--- src/rtl/miriscv_mdu_if.sv ---
// Request/result handshake between the execute stage and the multiply/divide unit.
interface miriscv_mdu_if #(
  parameter int XLEN = 32
);
  logic            mdu_req_i;
  logic [2:0]      mdu_op_i;
  logic [XLEN-1:0] mdu_port_a_i;
  logic [XLEN-1:0] mdu_port_b_i;
  logic            mdu_kill_i;
  logic            mdu_busy_o;
  logic            mdu_valid_o;
  logic [XLEN-1:0] mdu_result_o;

  modport master (
    output mdu_req_i, mdu_op_i, mdu_port_a_i, mdu_port_b_i, mdu_kill_i,
    input  mdu_busy_o, mdu_valid_o, mdu_result_o
  );

  modport slave (
    input  mdu_req_i, mdu_op_i, mdu_port_a_i, mdu_port_b_i, mdu_kill_i,
    output mdu_busy_o, mdu_valid_o, mdu_result_o
  );
endinterface

--- src/rtl/miriscv_mdu.sv ---
// Sequential RV32M/RV64M multiply/divide unit: 2-cycle multiply, radix-2 restoring
// divider with early exit for divide-by-zero and signed overflow.
module miriscv_mdu #(
  parameter int XLEN = 32
) (
  input  logic           clk_i,
  input  logic           arstn_i,
  miriscv_mdu_if.slave   mdu
);
  localparam int CNT_W = $clog2(XLEN);

  typedef enum logic [2:0] {S_IDLE, S_MUL, S_DIV, S_FIX, S_DONE} state_e;

  state_e           state_q, state_d;
  logic [CNT_W-1:0] cnt_q;
  logic [1:0]       op_q;
  logic [XLEN-1:0]  a_q, b_q, rem_q, res_q, out_q;
  logic             neg_quot_q, neg_rem_q;

  function automatic logic [XLEN-1:0] neg_if(input logic c, input logic [XLEN-1:0] v);
    return c ? (XLEN'(0) - v) : v;
  endfunction

  // Request decode, only meaningful while IDLE
  logic            accept, is_div, sgn_div, is_rem, a_neg, b_neg, div_zero, div_ovf;
  logic [XLEN-1:0] special_res;

  assign accept   = mdu.mdu_req_i & ~mdu.mdu_kill_i;
  assign is_div   = mdu.mdu_op_i[2];
  assign sgn_div  = ~mdu.mdu_op_i[0];
  assign is_rem   = mdu.mdu_op_i[1];
  assign a_neg    = sgn_div & mdu.mdu_port_a_i[XLEN-1];
  assign b_neg    = sgn_div & mdu.mdu_port_b_i[XLEN-1];
  assign div_zero = (mdu.mdu_port_b_i == '0);
  assign div_ovf  = sgn_div && (mdu.mdu_port_a_i == {1'b1, {(XLEN-1){1'b0}}})
                            && (mdu.mdu_port_b_i == '1);
  assign special_res = div_zero ? (is_rem ? mdu.mdu_port_a_i : '1)
                                : (is_rem ? '0 : mdu.mdu_port_a_i);

  // Multiplier: operands widened so one signed product covers all four forms
  logic            sgn_a, sgn_b;
  logic signed [2*XLEN-1:0] ext_a, ext_b, prod;

  assign sgn_a = (op_q != 2'b11);
  assign sgn_b = ~op_q[1];
  assign ext_a = {{XLEN{sgn_a & a_q[XLEN-1]}}, a_q};
  assign ext_b = {{XLEN{sgn_b & b_q[XLEN-1]}}, b_q};
  assign prod  = ext_a * ext_b;

  // Restoring step: a_q doubles as the dividend/quotient shift register
  logic [XLEN:0]   shifted;
  logic            ge;
  logic [XLEN-1:0] rem_step;

  assign shifted  = {rem_q, a_q[XLEN-1]};
  assign ge       = (shifted >= {1'b0, b_q});
  assign rem_step = shifted[XLEN-1:0] - b_q;

  always_ff @(posedge clk_i or negedge arstn_i) begin
    if (!arstn_i) state_q <= S_IDLE;
    else          state_q <= state_d;
  end

  always_comb begin
    state_d = state_q;
    unique case (state_q)
      S_IDLE: if (accept) begin
        if (!is_div)                   state_d = S_MUL;
        else if (div_zero || div_ovf)  state_d = S_DONE;
        else                           state_d = S_DIV;
      end
      S_MUL:  state_d = S_DONE;
      S_DIV:  if (cnt_q == '0) state_d = S_FIX;
      S_FIX:  state_d = S_DONE;
      S_DONE: state_d = S_IDLE;
      default: state_d = S_IDLE;
    endcase
    if (state_q != S_IDLE && mdu.mdu_kill_i) state_d = S_IDLE;
  end

  always_ff @(posedge clk_i or negedge arstn_i) begin
    if (!arstn_i) begin
      cnt_q      <= '0;
      op_q       <= '0;
      a_q        <= '0;
      b_q        <= '0;
      rem_q      <= '0;
      res_q      <= '0;
      out_q      <= '0;
      neg_quot_q <= 1'b0;
      neg_rem_q  <= 1'b0;
    end else begin
      unique case (state_q)
        S_IDLE: if (accept) begin
          op_q       <= mdu.mdu_op_i[1:0];
          a_q        <= is_div ? neg_if(a_neg, mdu.mdu_port_a_i) : mdu.mdu_port_a_i;
          b_q        <= is_div ? neg_if(b_neg, mdu.mdu_port_b_i) : mdu.mdu_port_b_i;
          rem_q      <= '0;
          cnt_q      <= CNT_W'(XLEN-1);
          neg_quot_q <= a_neg ^ b_neg;
          neg_rem_q  <= a_neg;
          if (is_div) res_q <= special_res;
        end
        S_MUL: res_q <= (op_q == 2'b00) ? prod[XLEN-1:0] : prod[2*XLEN-1:XLEN];
        S_DIV: begin
          a_q   <= {a_q[XLEN-2:0], ge};
          rem_q <= ge ? rem_step : shifted[XLEN-1:0];
          if (cnt_q != '0) cnt_q <= cnt_q - CNT_W'(1);
        end
        S_FIX: res_q <= op_q[1] ? neg_if(neg_rem_q, rem_q) : neg_if(neg_quot_q, a_q);
        S_DONE: if (!mdu.mdu_kill_i) out_q <= res_q;
        default: ;
      endcase
    end
  end

  // A killed result never reaches out_q, so the visible result stays put
  assign mdu.mdu_busy_o   = (state_q != S_IDLE);
  assign mdu.mdu_valid_o  = (state_q == S_DONE) & ~mdu.mdu_kill_i;
  assign mdu.mdu_result_o = (state_q == S_DONE) ? res_q : out_q;
endmodule

--- src/flat_wrapper.sv ---
// flat-port wrapper written by rule: the top's interface ports become plain ports
module miriscv_mdu_flat 
#(
  parameter int XLEN = 32
)
  (clk_i, arstn_i, mdu_mdu_req_i, mdu_mdu_op_i, mdu_mdu_port_a_i, mdu_mdu_port_b_i, mdu_mdu_kill_i, mdu_mdu_busy_o, mdu_mdu_valid_o, mdu_mdu_result_o);
  miriscv_mdu_if #(.XLEN(XLEN)) mdu_i ();
  input  logic clk_i;
  input  logic arstn_i;
  input wire logic [$bits(mdu_i.mdu_req_i)-1:0] mdu_mdu_req_i;
  input wire logic [$bits(mdu_i.mdu_op_i)-1:0] mdu_mdu_op_i;
  input wire logic [$bits(mdu_i.mdu_port_a_i)-1:0] mdu_mdu_port_a_i;
  input wire logic [$bits(mdu_i.mdu_port_b_i)-1:0] mdu_mdu_port_b_i;
  input wire logic [$bits(mdu_i.mdu_kill_i)-1:0] mdu_mdu_kill_i;
  output wire logic [$bits(mdu_i.mdu_busy_o)-1:0] mdu_mdu_busy_o;
  output wire logic [$bits(mdu_i.mdu_valid_o)-1:0] mdu_mdu_valid_o;
  output wire logic [$bits(mdu_i.mdu_result_o)-1:0] mdu_mdu_result_o;
  assign mdu_i.mdu_req_i = mdu_mdu_req_i;
  assign mdu_i.mdu_op_i = mdu_mdu_op_i;
  assign mdu_i.mdu_port_a_i = mdu_mdu_port_a_i;
  assign mdu_i.mdu_port_b_i = mdu_mdu_port_b_i;
  assign mdu_i.mdu_kill_i = mdu_mdu_kill_i;
  assign mdu_mdu_busy_o = mdu_i.mdu_busy_o;
  assign mdu_mdu_valid_o = mdu_i.mdu_valid_o;
  assign mdu_mdu_result_o = mdu_i.mdu_result_o;
  miriscv_mdu #(.XLEN(XLEN)) u_core (.clk_i(clk_i), .arstn_i(arstn_i), .mdu(mdu_i));
endmodule
--- config.mk ---
export PLATFORM = sky130hd
export DESIGN_NAME = miriscv_mdu_flat
export DESIGN_NICKNAME = d
export VERILOG_FILES = /design/src/rtl/miriscv_mdu_if.sv /design/src/rtl/miriscv_mdu.sv /design/src/flat_wrapper.sv
export SDC_FILE = /design/constraint.sdc
export NUM_CORES = 2
export LEC_CHECK = 0
export BUFFER_PORTS_ARGS = -buffer_cell sky130_fd_sc_hd__buf_2
export CAP_MARGIN = 20
export CORE_MARGIN = 8
export CORE_UTILIZATION = 58
export CTS_CLUSTER_SIZE = 24
export DETAILED_ROUTE_END_ITERATION = 8
export GPL_ROUTABILITY_DRIVEN = 0
export PLACE_DENSITY = 0.76
export SKIP_CTS_REPAIR_TIMING = 1
export SYNTH_ARGS = -nofsm -noshare
export SYNTH_HDL_FRONTEND = slang
export SYNTH_SLANG_ARGS = --single-unit
--- constraint.sdc ---
create_clock -name clk_i -period 11.6 [get_ports clk_i]
set_clock_uncertainty 0.1 [all_clocks]
set_input_delay 0.58 -clock clk_i [delete_from_list [all_inputs] [get_ports clk_i]]
set_output_delay 0.58 -clock clk_i [all_outputs]
set_load 0.05 [all_outputs]
---- After elaboration in Yosys (flattened, before gate mapping) ----
Cells that the tools add are included.
storage, ports and cells
  flip-flop bits (word level) ............. 172
  latch bits .............................. 0
  bits in writable memories ............... 0
  ROM bits ................................ 0
  bits of input ports ..................... 71
  output and inout port bits .............. 34
  logic and storage cells ................. 88
  memories ................................ 0
operators by class
  add/subtract/negate cells ............... 6
  $mul .................................... 1
  div/mod/pow operators ................... 0
  $lt $le $gt $ge ......................... 1
  equality and inequality tests ........... 12
  shifts and indexed selects .............. 0
  mux-type cells .......................... 29
  bitwise logic cells ..................... 10
  reduce and logical (&&, ||, !) cells .... 19
operator list
  operator                 count
  $mux W32                 17
  $pmux W32 S2             2
  $sub A1 B32 Y32 const A  4
  $pmux W32 S3             1
  $eq A32 B32 Y1 const B   2
  $mul A33 B33 Y64         1
  $ge A33 B32 Y1           1
  $logic_not A32 Y1        1
  $sub A32 B32 Y32         1
  $mux W3                  5
  $mux W5                  2
  $pmux W5 S2              1
  $pmux W3 S3              1
  $reduce_and A2 Y1        4
  $and A1 B1 Y1            6
  $eq A3 B2 Y1 const B     2
  $ne A3 B1 Y1 const B     2
  $reduce_and A3 Y1        2
  $reduce_bool A3 Y1       2
  $logic_not A5 Y1         1
  $reduce_bool A5 Y1       1
  $sub A5 B1 Y5 const B    1
  $ne A2 B1 Y1 const B     2
  $ne A2 B2 Y1 const B     2
  other kinds (10)         14

---- Logic depth before layout (Yosys ltp) ----
  word-level depth ........................ 9
  gate-level depth with buffers ........... 33
  gate-level depth less buffers ........... 30

---- Least setup slack after synthesis ----
No wires, ideal clock.
  path type ............................... flip-flop to flip-flop
  from .................................... reg u_core.a_q[31]
  to ...................................... reg u_core.res_q[25]
  library setup time ...................... 0.126 ns
  arrival ................................. 8.632 ns
  data required time ...................... 11.374 ns
  slack ................................... 2.742 ns
  cell stages (with the launch flop) ...... 32
  period minus slack after synthesis ...... 8.858 ns
  path through ............................ dfrtp_1 buf_2 inv_1 a21oi_1 clkbuf_1 clkbuf_1 nand2_1 fa_1 fa_1 inv_1 fa_1 inv_1 fa_1 inv_1 fa_1 fa_1 fa_1 inv_1 fa_1 inv_1 ha_1 and2_4 nand3_1 nor4_1 nand3_1 o22a_1 o41ai_2 a311o_2 and2_1 o21ai_1 and4_1 o32a_1
between the ends
  word-level cells in the longest chain between the ends .. 4
ends and longest elaborated chain
  what                    line                source
  start, declared         miriscv_mdu.sv:17   logic [XLEN-1:0] a_q, b_q, rem_q, res_q, out_q;
  start signal, assigned  miriscv_mdu.sv:96   a_q <= is_div ? neg_if(a_neg, mdu.mdu_port_a_i) : mdu.mdu_port_a_i;
  start signal, assigned  miriscv_mdu.sv:106  a_q <= {a_q[XLEN-2:0], ge};
  $and A1 B1 Y1           miriscv_mdu.sv:46   assign ext_a = {{XLEN{sgn_a & a_q[XLEN-1]}}, a_q};
  $mul A33 B33 Y64 (*)    miriscv_mdu.sv:48   assign prod = ext_a * ext_b;
  $mux W32 (*)            miriscv_mdu.sv:104  S_MUL: res_q <= (op_q == 2'b00) ? prod[XLEN-1:0] : prod[2*XLEN-1:XLEN];
  $pmux W32 S3 (*)        miriscv_mdu.sv:93   unique case (state_q)
  end signal, assigned    miriscv_mdu.sv:102  if (is_div) res_q <= special_res;
  end signal, assigned    miriscv_mdu.sv:104
  end signal, assigned    miriscv_mdu.sv:110  S_FIX: res_q <= op_q[1] ? neg_if(neg_rem_q, rem_q) : neg_if(neg_quot_q, a_q);
  end, declared           miriscv_mdu.sv:17
Every way passes the cells marked *; elsewhere a longest branch is shown, timed or not.
A chain may end at the register's enable or synchronous reset.

---- Worst setup path after layout ----
Ends and elaborated chain as after synthesis.

==> run metrics <==
RSZ-0062 raised after global routing=no; die area=0.0973 mm^2; worst skew pair latency=450 ps; DRT iter0 DRCs=4566; core area=0.0868 mm^2; height of the chip=312 um; Area Overhead vs Synth=4.06%; DRC=0; Final Hold Fails=0; number of flops mapped to enable cells by yosys=0; Post-synth top cells=inv_1, fa_1, nand2_1; Synth top area share=44.4%; Setup TNS=0 ps; Root Buffer Master=clkbuf_16; final cycle utilization of the critical path=84.7%; CTS H-tree depth=4; status=complete, no violations; type of the worst setup path=reg -> reg; number of global-route vias before repair=43.1k; Pre-antenna DRT Iters=7; layout cells sized above 1=6.59%; first-pass GRT wire length=244000 um; gr ovfl total=0; GRT Util Overall=32.0%; Mean Syn Cell Area=8.87 um^2; pin count of the biggest net entering global routing=102; top_reg_cell synth=dfrtp_1; max-slew violation count=0; CP Max Fanout=11; Min Hold Slack=147 ps; WL/cell=22.6 um; endpoint class of the critical path=flop; number of clock sinks=172; Final WS setup=1770 ps; Worst Path Required=11830 ps; Layout Nets=7050; Min-Delay Path Class=in -> async; vias per cell=5.98; post-synthesis cell area=0.0508 mm^2; routed vias=40.5k; HPWL Detailed=122000 um; count leader, synth=inv_1; FFs w/ async S/R, synth=100%; fmax=102 MHz; Core Rows=108; Syn Inst Count=5725; Non-Filler Instances=6777; syn nets=7174; CP startpoint kind=flop; PortBufs=104; initial antenna violation count=15; Slowest cell on crit path=fa_1; R2R setup slack=1770 ps; Final min period=9830 ps; clk slew on worst S/H paths=90 ps; max cap viols=0; I/O pin total=105; synth warn=0; CTS buffer count=17; Yosys reg bits=172; die width=312 um; slowest stage delay, CP=800 ps; Post-Route WL=153000 um; sequential share of the synthesized area=8.47%; relative slew slack=18.1%; # setup viols final=0; antenna-violating nets left=0; CTS tree=built; Area contributors post-synth=fa_1, inv_1, dfrtp_1; Setup Slack @ Placement=1870 ps; worst slew pin tran=1220 ps; clock buffer depth=2; Crit path arrival time=10060 ps; initial core utilization=58.5%; Synth cell types=100; Placed Instances=6734; area leader, netlist=fa_1
-- worst max-delay path, delay by kind of cell, from the launching register on --
family / cells / cell delay (ps)
adders and majority gates: 9 / 4990
buffers and inverters: 8 / 1460
and+or+nand+nor: 7 / 1440
AOI/OAI and AO/OA: 5 / 1330
DFF: 1 / 380
-- final timing paths --
path | from | depth (start not counted) | end
worst max-delay path | u_core.a_q[31] | 29 | u_core.res_q[25]
worst min-delay path | arstn_i | 1 | u_core.out_q[10]
worst max register to register | u_core.a_q[31] | 29 | u_core.res_q[25]
worst min register to register | u_core.cnt_q[0] | 1 | u_core.cnt_q[0]
max in group asynchronous | arstn_i | 2 | u_core.op_q[1]
min in group clk_i | mdu_mdu_kill_i | 2 | u_core.state_q[0]
-- sequential cells by signal (all words and copies together) (netlist names) --
signal and cells:
u_core.res_q 32, u_core.neg_rem_q 1, u_core.rem_q 32, u_core.cnt_q 5, u_core.b_q 32, u_core.op_q 2, u_core.state_q 3, u_core.out_q 32
u_core.neg_quot_q 1, u_core.a_q 32
-- final cells by class --
cell class,instances,area (um^2)
clock buffers,17,425
clock inverters,15,155
fillers,7300,33900
flip-flops and latches,172,4310
inverters,1179,4430
multi-input cells,4027,40800
repair buffers,204,1310
well taps,1155,1450
diodes,8,20.0
-- stage by stage --
stage	util [%]	instance area (um^2)
finish	60.9	52900
global route	60.9	52800
CTS	60.9	52800
detailed placement	60.2	52200
global placement	60.2	52200
floorplan	-	50800
-- placed cells by master, fill, tap and decap left out, drive strengths merged, types with 12 or more instances in the layout --
cell	instances
dfrtp	172
clkbuf	17
and3	12
fa	1126
maj3	19
and2	321
or3	19
xor2	90
nor2b	20
nand2b	16
o21ai	226
a22oi	37
nor3	48
o41ai	14
a31oi	25
mux2i	22
nand4	28
a21o	54
buf	204
nor4	16
nand2	851
a221oi	14
o31ai	35
xnor2	120
nor2	229
mux2	65
inv	1186
a21oi	143
o21a	23
o211ai	12
ha	252
a211oi	20
or2	16
nand3	55
-- layer usage --
metal / up-vias / part of all wire (%) / global-route usage, %
met5: - / 0.023 / 0
met4: 6 / 7.0 / 17.9
met3: 568 / 13 / 9.22
met2: 2428 / 44 / 48.7
met1: 20400 / 37 / 41.2
li1: 17100 / - / -
-- cells by family (layout without fill, tap and decap cells) --
logic type                 Yosys count  count (layout)  share of synthesized area (%)
muxes                               87              87                           1.88
and+or+nand+nor                   1657            1657                           15.2
buffers and inverters             1526            1415                           11.3
AOI/OAI and AO/OA                  676             676                           8.56
adders and majority gates         1397            1397                           51.0
xor gates and xnor gates           210             210                           3.62
other                                0               8                              0
DFF                                172             172                           8.47
Power is not shown: default switching activity piles up to over one toggle a cycle in this logic, so the estimate is an artifact.
